## config.mk

```make
export PLATFORM = sky130hd
export DESIGN_NAME = sa_local_arb
export DESIGN_NICKNAME = d
export VERILOG_FILES = /design/src/rtl/sa_local_arb.sv
export SDC_FILE = /design/constraint.sdc
export NUM_CORES = 1
export LEC_CHECK = 0
export BUFFER_PORTS_ARGS = -buffer_cell sky130_fd_sc_hd__buf_2
export CORE_MARGIN = 10
export CORE_UTILIZATION = 40
export CTS_CLUSTER_DIAMETER = 200
export DETAILED_ROUTE_END_ITERATION = 8
export GPL_TIMING_DRIVEN = 0
export PLACE_DENSITY = 0.76
export SETUP_SLACK_MARGIN = 0.02
export SYNTH_ARGS = -nofsm -noshare
export SYNTH_HDL_FRONTEND = slang
export SYNTH_SLANG_ARGS = --single-unit
```

## constraint.sdc

```tcl
create_clock -name clk -period 2.95 [get_ports clk]
set_input_delay 0.59 -clock clk [delete_from_list [all_inputs] [get_ports clk]]
set_output_delay 0.59 -clock clk [all_outputs]
set_load 0.005 [all_outputs]
```

## src/rtl/sa_local_arb.sv

```systemverilog
`default_nettype none
// +--------------------------------------------------------------------------+
// | Module   : sa_local_arb                                                  |
// | Brief    : Input-port local switch-allocation stage. Round-robin picks   |
// |            one VC of this input port, forwards its output-port request   |
// |            to the global allocator, and on grant drives a registered     |
// |            one-hot crossbar select / VC dequeue strobe.                  |
// | Options  : SA_PKT_LOCK_EN - hold the winner for a whole wormhole packet  |
// |            (head to tail). Undefined: flit-level arbitration, busy = 0.  |
// | Revision : 1.0 - initial release                                         |
// +--------------------------------------------------------------------------+
module sa_local_arb #(
  parameter int V = 4,  // VCs per input port; crossbar input mux is 4-way
  parameter int P = 5   // router ports
) (
  input  logic           clk,
  input  logic           rst,
  input  logic [V-1:0]   vc_req,
  input  logic [V-1:0]   vc_tail,
  input  logic [V*P-1:0] vc_dst,
  output logic [P-1:0]   sa_req,
  input  logic           sa_gnt,
  output logic [V-1:0]   sel,
  output logic [V-1:0]   vc_pop,
  output logic           busy
);

  localparam int           c_ptr_w = (V > 1) ? $clog2(V) : 1;
  localparam logic [V-1:0] c_one   = {{(V-1){1'b0}}, 1'b1};

  // Pointer successor, wrapping V-1 back to 0.
  function automatic logic [c_ptr_w-1:0] f_next(input logic [c_ptr_w-1:0] v);
    return (int'(v) == V - 1) ? '0 : v + c_ptr_w'(1);
  endfunction

  logic [c_ptr_w-1:0] r_rr_ptr;
  logic [c_ptr_w-1:0] w_rr_ptr_nxt;
  logic [c_ptr_w-1:0] w_rr_pick;
  logic [c_ptr_w-1:0] w_idx;
  logic               w_rr_hit;
  logic [c_ptr_w-1:0] w_winner;
  logic               w_win_valid;
  logic               w_fire;
  logic [P-1:0]       w_dst;
  logic [V-1:0]       r_sel;

  // Round-robin search from r_rr_ptr upwards; scanning backwards lets the
  // nearest requester to the pointer overwrite any farther one.
  always_comb begin
    w_rr_pick = r_rr_ptr;
    w_rr_hit  = 1'b0;
    w_idx     = '0;
    for (int k = V - 1; k >= 0; k--) begin
      w_idx = c_ptr_w'((int'(r_rr_ptr) + k) % V);
      if (vc_req[w_idx]) begin
        w_rr_pick = w_idx;
        w_rr_hit  = 1'b1;
      end
    end
  end

`ifdef SA_PKT_LOCK_EN
  typedef enum logic [0:0] {
    ST_IDLE   = 1'b0,
    ST_LOCKED = 1'b1
  } state_t;

  state_t             r_state;
  state_t             w_state_nxt;
  logic [c_ptr_w-1:0] r_lock_vc;
  logic [c_ptr_w-1:0] w_lock_vc_nxt;

  // Winner choice and packet-lock next state: a non-tail grant in IDLE locks
  // the VC; while locked only that VC may request, and its tail grant unlocks.
  always_comb begin
    w_state_nxt   = r_state;
    w_lock_vc_nxt = r_lock_vc;
    w_rr_ptr_nxt  = r_rr_ptr;
    w_winner      = w_rr_pick;
    w_win_valid   = w_rr_hit;
    w_fire        = 1'b0;
    case (r_state)
      ST_IDLE: begin
        w_fire = sa_gnt & w_win_valid;
        if (w_fire) begin
          if (vc_tail[w_winner]) begin
            w_rr_ptr_nxt = f_next(w_winner);
          end else begin
            w_state_nxt   = ST_LOCKED;
            w_lock_vc_nxt = w_winner;
          end
        end
      end
      ST_LOCKED: begin
        w_winner    = r_lock_vc;
        w_win_valid = vc_req[r_lock_vc];
        w_fire      = sa_gnt & w_win_valid;
        if (w_fire && vc_tail[r_lock_vc]) begin
          w_state_nxt  = ST_IDLE;
          w_rr_ptr_nxt = f_next(r_lock_vc);
        end
      end
      default: w_state_nxt = ST_IDLE;
    endcase
  end

  // Lock state and locked VC registers.
  always_ff @(posedge clk or posedge rst) begin
    if (rst) begin
      r_state   <= ST_IDLE;
      r_lock_vc <= '0;
    end else begin
      r_state   <= w_state_nxt;
      r_lock_vc <= w_lock_vc_nxt;
    end
  end

  assign busy = (r_state == ST_LOCKED);
`else
  // Tail marks only matter for packet locking.
  logic w_unused_tail;
  assign w_unused_tail = ^vc_tail;

  // Flit-level arbitration: every granted flit advances the pointer.
  always_comb begin
    w_winner     = w_rr_pick;
    w_win_valid  = w_rr_hit;
    w_fire       = sa_gnt & w_win_valid;
    w_rr_ptr_nxt = r_rr_ptr;
    if (w_fire) begin
      w_rr_ptr_nxt = f_next(w_winner);
    end
  end

  assign busy = 1'b0;
`endif

  // Output-port lookup for the current winner.
  always_comb begin
    w_dst = '0;
    for (int i = 0; i < V; i++) begin
      if (w_winner == c_ptr_w'(i)) begin
        w_dst = vc_dst[i*P +: P];
      end
    end
  end

  // Round-robin pointer register.
  always_ff @(posedge clk or posedge rst) begin
    if (rst) begin
      r_rr_ptr <= '0;
    end else begin
      r_rr_ptr <= w_rr_ptr_nxt;
    end
  end

  // One-cycle select pulse for the crossbar stage following a grant.
  always_ff @(posedge clk or posedge rst) begin
    if (rst) begin
      r_sel <= '0;
    end else if (w_fire) begin
      r_sel <= c_one << w_winner;
    end else begin
      r_sel <= '0;
    end
  end

  // Request is suppressed while reset is asserted, even with VCs requesting.
  assign sa_req = (w_win_valid && !rst) ? w_dst : '0;
  assign sel    = r_sel;
  assign vc_pop = r_sel;

endmodule
`default_nettype wire
```

# [Yosys cells after proc, flatten, opt, wreduce, memory -nomap -nowiden]
# Cells that the tools add are included.
# W data, S select, Z words.
[op_classes] mux=23 addsub=4 bitwise_logic=1 shift=1 n_eq_ne=4 reduce_logical=3 magnitude_cmp=4
[op_table] op="$mux W5" count=5
[op_table] op="$lt A2 B3 Y1 const B" count=4
[op_table] op="$mux W2" count=5
[op_table] op="$bmux W1 S2" count=4
[op_table] op="$mux W1" count=8
[op_table] op="$add A2 B1 Y2 const B" count=2
[op_table] op="$add A2 B2 Y2 const B" count=2
[op_table] op="$eq A2 B1 Y1 const B" count=2
[op_table] op="$eq A2 B2 Y1 const B" count=2
[op_table] op="$mux W4" count=1
[op_table] op="$shl A1 B2 Y4 const A" count=1
[op_table] op="$logic_not A2 Y1" count=1
[op_table] op="$and A1 B1 Y1" count=1
[op_table] op="$logic_and A1 B1 Y1" count=1
[op_table] op="$logic_not A1 Y1" count=1
[word_totals] inputBits=31 output_inout_bits=14 regBits=6 word_cells=42

# [Depth between registers and ports, before layout]
# Gate-level depths: netlist (run 1).
[logic_depth] depth_word=13 depth_mapped=9 depth_no_buf=7

# [Worst setup path after synthesis (run 1)]
# No wires, ideal clock.
[synth_timing] path_type="in2out" from="input port vc_req[1]" to="output port sa_req[0]" cell_stages=9 path_buffers=2 setup_slack_ns=0.114 t_required_ns=2.360 arrival_time_ns=2.246 path_cell_list="buf_6 > or2_2 > a21o_1 > o211ai_1 > ha_1 > clkbuf_1 > a21oi_1 > a221o_1 > a21oi_1"
[synth_between] elab_chain_cells=12 elab_cells_between_ends=26 classes_between="eq/ne (3); mux (21); reduce/logical (2)"
[synth_lines] element="start, declared" line_no="18" text="input logic [V-1:0] vc_req,"
[synth_lines] element="$bmux W1 S2" line_no="55" text="if (vc_req[w_idx]) begin"
[synth_lines] element="$mux W1 (not written as such)" line_no="55"
[synth_lines] element="$mux W2 (4 in a row)" line_no="55"
[synth_lines] element="$logic_not A2 Y1" line_no="142" text="if (w_winner == c_ptr_w'(i)) begin"
[synth_lines] element="$mux W5 (4 in a row)" line_no="142"
[synth_lines] element="$mux W5 (*)" line_no="169" text="assign sa_req = (w_win_valid && !rst) ? w_dst : '0;"
[synth_lines] element="end, declared" line_no="21" text="output logic [P-1:0] sa_req,"
# Mark *: on every way between the ends. The rest lies on a longest branch, timed or not. The select of a mux whose other input is x is not followed.

# [Worst setup path after layout (run 1)]
[layout_timing] from="input port vc_req[2]" to="output port sa_req[1]"
# Same word-level chain as after synthesis.

==> impl_metrics.tcl, run 1 <==
set metrics [dict create \
    grt_max_degree 11 \
    ys_types 31 \
    p_leak_uw 0.000539 \
    timing.final.crit_period_ns 2.94 \
    min_period_over_period 0.997 \
    yosysSeqAreaShare 0.231 \
    synth.avg_cell_area_um2 8.22 \
    finalSetupViolCount 0 \
    antenna_cells 0 \
    grt_overflow 0 \
    cts_tree "done" \
    critPathMostFrequentCell "a21oi_1" \
    finalInstanceArea_um2 1010 \
    p_total_uw 690 \
    boundaryPins 45 \
    num_rows 14 \
    path_buf_inv 3 \
    grt_pass1_wl_um 3030 \
    startpoint "vc_req[2]" \
    path_cells "buf_8 -> or2b_1 -> o21a_1 -> o211ai_1 -> ha_2 -> buf_6 -> a21oi_1 -> a221o_1 -> a21oi_1 -> buf_2" \
    ant_nets 0 \
    endpoint_kind "output port" \
    core_region_area_um2 1520 \
    drt-total-wl_um 2290 \
    maxCapViolations 0 \
    ff2ff_path_depth 7 \
    max_freq_mhz 340 \
    clock_latency_ns 0.24 \
    status "finished, final reports clean" \
    numCtsBuffers 3 \
    hold_slack_ns 0.262 \
    die_w_um 60.3 \
    worst_pin_slew_ns 0.935 \
    cts_sinks 6 \
    crit_type "in2out" \
    synthesis.area_um2 649 \
    hpwl_um 1590 \
    cts-root-buf "clkbuf_4" \
    cp.required_ns 2.36 \
    placed_cell_area_um2 860 \
    arrival_ns 2.35 \
    rsz0062_at_grt "true" \
    ff2ff_setup_slack_ns 1.14 \
    grt_pass1_vias 736 \
    relSlewSlack 0.369 \
    htree_levels 1 \
    antenna_found_initial 0 \
    grtUsageTotal 0.106 \
    cts-root-to-sink-buffers 2 \
    drt_iter0_drc 24 \
    layout_commonest_cell "buf_2" \
    critPathMaxFanout 6 \
    clk_pin_slew_ns 0.05 \
    crit_path_end "sa_req[1]" \
    cellPowerDensity_nw_per_um2 682 \
    slowest_delay_ns 0.33 \
    ys_warn_count 0 \
    viasPerCell 5.64 \
    drc 0 \
    cp_slowest_cell "a221o_1" \
    path_delay_family "compound AO/OA/AOI/OAI gates" \
    fillers 118 \
    dieHeight_um 60.3 \
    fin_util 0.663 \
    wl_per_cell_um 16.0 \
    final_nets 164 \
    skew_ns 0.00778 \
    drt_pass1_iterations 4 \
    hold_buffers 0 \
    ys_ff_latch 6 \
    slew_violations 0 \
    die_area_um2 3630 \
    start_util 0.426 \
    crit-reg2reg-launch "r_rr_ptr[1]$_DFFE_PP0P_" \
    start_kind "primary input" \
    cp_num_cells 10 \
    mostFrequentLayoutCells "buf_2, a21oi_1, buf_4, inv_1" \
    holdCritPathClass "in2async" \
    place_congestion 0.749 \
    synthesis.nets 114 \
    drive_gt1_frac 0.551 \
    synth_cells 79 \
    r2r-end "sel[3]$_DFF_PP0_" \
    num_vias 807 \
    hold_violations 0 \
    ir_drop_v 0.000442 \
    layout-area-overhead-vs-synth_pct 55.7 \
    port_buffers 38 \
]
registers in the layout (all words and copies together) (netlist names):
| name | cells |
|---|---|
| sel | 4 |
| r_rr_ptr | 2 |
cells in the mapped netlist:
master / number / area [um^2]
a21o_1: 1 / 7.51
a21oi_1: 12 / 60.1
a221o_1: 5 / 50.1
a31oi_1: 1 / 6.26
and2_2: 4 / 30.0
and2b_1: 1 / 7.51
buf_4: 5 / 37.5
buf_6: 1 / 11.3
clkbuf_1: 3 / 11.3
conb_1: 1 / 3.75
dfrtp_1: 6 / 150
ha_1: 4 / 50.1
inv_1: 7 / 26.3
mux2_4: 1 / 15.0
nand2_1: 5 / 18.8
nand2b_1: 1 / 6.26
nand3b_1: 5 / 37.5
nor2_1: 2 / 7.51
nor2b_1: 1 / 6.26
nor3b_1: 1 / 7.51
o211a_1: 1 / 10.0
o211ai_1: 1 / 7.51
o21a_1: 1 / 7.51
o21ai_0: 1 / 5.00
o221a_1: 1 / 11.3
o22a_1: 2 / 17.5
o22ai_1: 1 / 6.26
o41a_1: 1 / 11.3
o41ai_1: 1 / 8.76
or2_2: 1 / 6.26
or2b_1: 1 / 7.51
repair_timing:
action	4_1_cts	5_1_grt
endpoints found under the setup margin	5	5
resized for setup	15	13
hold endpoints to repair	0	0
pin swaps	5	9
buffers inserted	5	0
gates cloned	1	1
where the power goes:
part / switching, uW / internal (uW) / leakage [uW] / total [uW]
Clock: 28.4 / 45.9 / 0.0000138 / 74.3
Sequential: 16.8 / 106 / 0.0000756 / 123
Combinational: 221 / 271 / 0.000450 / 492
cell families (layout without fill, tap and decap cells):
logic type                 count (synthesis)  count (layout)  synth area share
and+or+nand+nor                           22              22             0.208
adders and majority gates                  4               4            0.0771
DFF                                        6               6             0.231
muxes                                      1               1            0.0231
other                                      1               1           0.00577
buffers and inverters                     16              64             0.133
AOI/OAI and AO/OA                         29              29             0.322
per-stage QoR:
stage | setup WS, ns | instances | setup TNS (ns)
global route | -0.103 | 143 | -0.323
global placement | -0.157 | 133 | -0.725
finish | 0.00763 | 143 | 0
detailed placement | -0.238 | 133 | -1.15
floorplan | 0.114 | 79 | 0
CTS | -0.0412 | 142 | -0.0412
worst min-delay path by stage:
stage	slack (ns)	start	to	cells after the start
6_report	0.26	rst	sel[1]$_DFF_PP0_	2
5_1_grt	0.29	rst	sel[3]$_DFF_PP0_	2
4_1_cts	0.27	rst	sel[3]$_DFF_PP0_	2
3_5_place_dp	0.53	rst	sel[3]$_DFF_PP0_	2
3_3_place_gp	0.52	rst	r_rr_ptr[0]$_DFFE_PP0P_	2
2_1_floorplan	0.39	rst	r_rr_ptr[0]$_DFFE_PP0P_	1
metal layers:
layer | part of all wire | track usage | up-vias
li1 | - | - | 376
met1 | 0.37 | 0.105 | 395
met2 | 0.55 | 0.191 | 32
met3 | 0.062 | 0.0169 | 4
met4 | 0.023 | 0.0769 | 0
met5 | 0 | 0 | -
cell type report:
cell class	count	area, um^2	share of cell area
plain buffers	9	80.1	0.0792
inverters	7	26.3	0.0260
repair buffers	45	264	0.261
flip-flops and latches	6	151	0.150
clock buffers	3	22.5	0.0223
multi-input cells	57	447	0.442
well taps	16	20.0	0.0198
No activity file was read; power rests on OpenSTA's default activity.
==> run 2: changes to the inputs <==
--- a/config.mk
+++ b/config.mk
@@ -7,11 +7,12 @@
 export LEC_CHECK = 0
 export BUFFER_PORTS_ARGS = -buffer_cell sky130_fd_sc_hd__buf_2
 export CORE_MARGIN = 10
-export CORE_UTILIZATION = 40
+export CORE_UTILIZATION = 43
 export CTS_CLUSTER_DIAMETER = 200
 export DETAILED_ROUTE_END_ITERATION = 8
+export GPL_ROUTABILITY_DRIVEN = 0
 export GPL_TIMING_DRIVEN = 0
-export PLACE_DENSITY = 0.76
+export PLACE_DENSITY = 0.83
 export SETUP_SLACK_MARGIN = 0.02
 export SYNTH_ARGS = -nofsm -noshare
 export SYNTH_HDL_FRONTEND = slang
==> constraint.sdc (replaced) <==
create_clock -name clk -period 3.71 [get_ports clk]
set_input_delay 0.742 -clock clk [delete_from_list [all_inputs] [get_ports clk]]
set_output_delay 0.742 -clock clk [all_outputs]
set_load 0.005 [all_outputs]
==> impl_metrics.tcl, run 2 (synthesis gave the netlist of run 1 again) <==
set metrics [dict create \
    rsz0062_at_grt "false" \
    layout-area-overhead-vs-synth_pct 35.8 \
    slowest_delay_ns 0.35 \
    antenna_found_initial 0 \
    critPathMaxFanout 10 \
    die_area_um2 3460 \
    cts_setup_buffers 0 \
    hold_buffers 0 \
    worst_pin_slew_ns 0.873 \
    p_total_uw 449 \
    maxCapViolations 0 \
    stdcell_count 135 \
    endpoint_kind "output port" \
    grt_pass1_vias 724 \
    wl_per_cell_um 14.6 \
    min_period_over_period 0.939 \
    met3_usage 0.0300 \
    port_buffers 38 \
    ant_nets 0 \
    drt_iter0_drc 30 \
    die_w_um 58.9 \
    cellPowerDensity_nw_per_um2 509 \
    grt_pass1_wl_um 3100 \
    status "finished, final reports clean" \
    max_freq_mhz 287 \
    ir_drop_v 0.000340 \
    drt_pass1_iterations 5 \
    numCtsBuffers 3 \
    cts_sinks 6 \
    multiInputGateArea_um2 413 \
    antenna_cells 0 \
    grtUsageMet1 0.118 \
    fin_util 0.646 \
    hpwl_um 1650 \
    holdCritPathClass "in2async" \
    ctsResizeCount 0 \
    start_util 0.475 \
    cp_slowest_cell "clkbuf_1" \
    slew_violations 0 \
    cts-root-to-sink-buffers 2 \
    grtUsageTotal 0.108 \
    relSlewSlack 0.411 \
    fillers 133 \
    path_cells "buf_2 -> or2_2 -> a21o_1 -> o211ai_1 -> ha_1 -> clkbuf_1 -> a21oi_1 -> a221o_1 -> a21oi_1 -> buf_2" \
    mostFrequentLayoutCells "buf_2, a21oi_1, inv_1, dfrtp_1" \
    skew_ns 0.000941 \
    register_area_um2 150 \
    p_leak_uw 0.000486 \
    start_kind "primary input" \
    cp.required_ns 2.97 \
    finalSetupViolCount 0 \
    final_nets 157 \
    largest_register_ffs 4 \
    hold_violations 0 \
    num_vias 737 \
    crit_type "in2out" \
    clk_pin_slew_ns 0.04 \
    core_region_area_um2 1370 \
    cts-root-buf "clkbuf_4" \
    layout_commonest_cell "buf_2" \
    grt_max_degree 11 \
    grt.busiest_layer "met2" \
    drt-total-wl_um 1970 \
    dieHeight_um 58.9 \
    htree_levels 1 \
    viasPerCell 5.46 \
    cts_tree "done" \
    drive_gt1_frac 0.450 \
    finalInstanceArea_um2 882 \
    arrival_ns 2.74 \
    boundaryPins 45 \
    grt_overflow 0 \
    clock_latency_ns 0.24 \
    num_rows 13 \
    dp.cells 132 \
    placed_cell_area_um2 858 \
    timing.final.crit_period_ns 3.48 \
    fin_setup_tns_ns 0 \
    drc 0 \
    met2_usage 0.192 \
]
[run 2: cell types whose count changed in the layout (fill, tap and decap cells not counted), sizes merged]
cell | previous run | this run
clkbuf | 4 | 6
buf | 53 | 44
[run 2: path summary, 6_finish.rpt]
check | start | cells after the start | endpoint | slack (ns)
min in group clk | r_rr_ptr[0]$_DFFE_PP0P_ | 2 | r_rr_ptr[0]$_DFFE_PP0P_ | 0.61
worst min register to register | r_rr_ptr[0]$_DFFE_PP0P_ | 2 | r_rr_ptr[0]$_DFFE_PP0P_ | 0.61
max in group asynchronous | rst | 2 | r_rr_ptr[0]$_DFFE_PP0P_ | 3.09
worst min-delay path | rst | 2 | r_rr_ptr[1]$_DFFE_PP0P_ | 0.42
worst max-delay path | vc_req[3] | 10 | sa_req[3] | 0.23
worst max register to register | r_rr_ptr[0]$_DFFE_PP0P_ | 6 | sel[3]$_DFF_PP0_ | 1.78
[run 2: critical path: cells and delay by family]
family	cells	cell delay, ns
adder cells (fa/ha/maj)	1	0.21
buffers and inverters	3	0.63
AND/OR/NAND/NOR	1	0.29
AO/OA/AOI/OAI	5	0.87
[run 2: power by group]
group	switching (uW)	internal, uW
clock network	21.1	36.4
registers	19.1	83.5
logic	137	152
[run 2: routing by layer]
| metal | up-vias | part of all wire |
|---|---|---|
| met5 | - | 0 |
| met4 | 0 | 0.0041 |
| met3 | 2 | 0.063 |
| met2 | 24 | 0.54 |
| met1 | 348 | 0.39 |
| li1 | 363 | - |
[run 2: per-stage QoR]
stage	hold WS [ns]	setup slack, ns
after floorplan	0.541	0.570
after global placement	0.587	0.307
after detailed placement	0.603	0.240
after CTS	0.426	0.239
after global routing	0.440	0.0559
final	0.421	0.228
[run 2: area by class of cell]
class / count / share of cell area
multi-input combinational: 57 / 0.468
clock buffer: 3 / 0.0255
inverter: 7 / 0.0298
timing repair buffer: 38 / 0.216
tap: 15 / 0.0213
sequential: 6 / 0.170
buffer: 9 / 0.0695
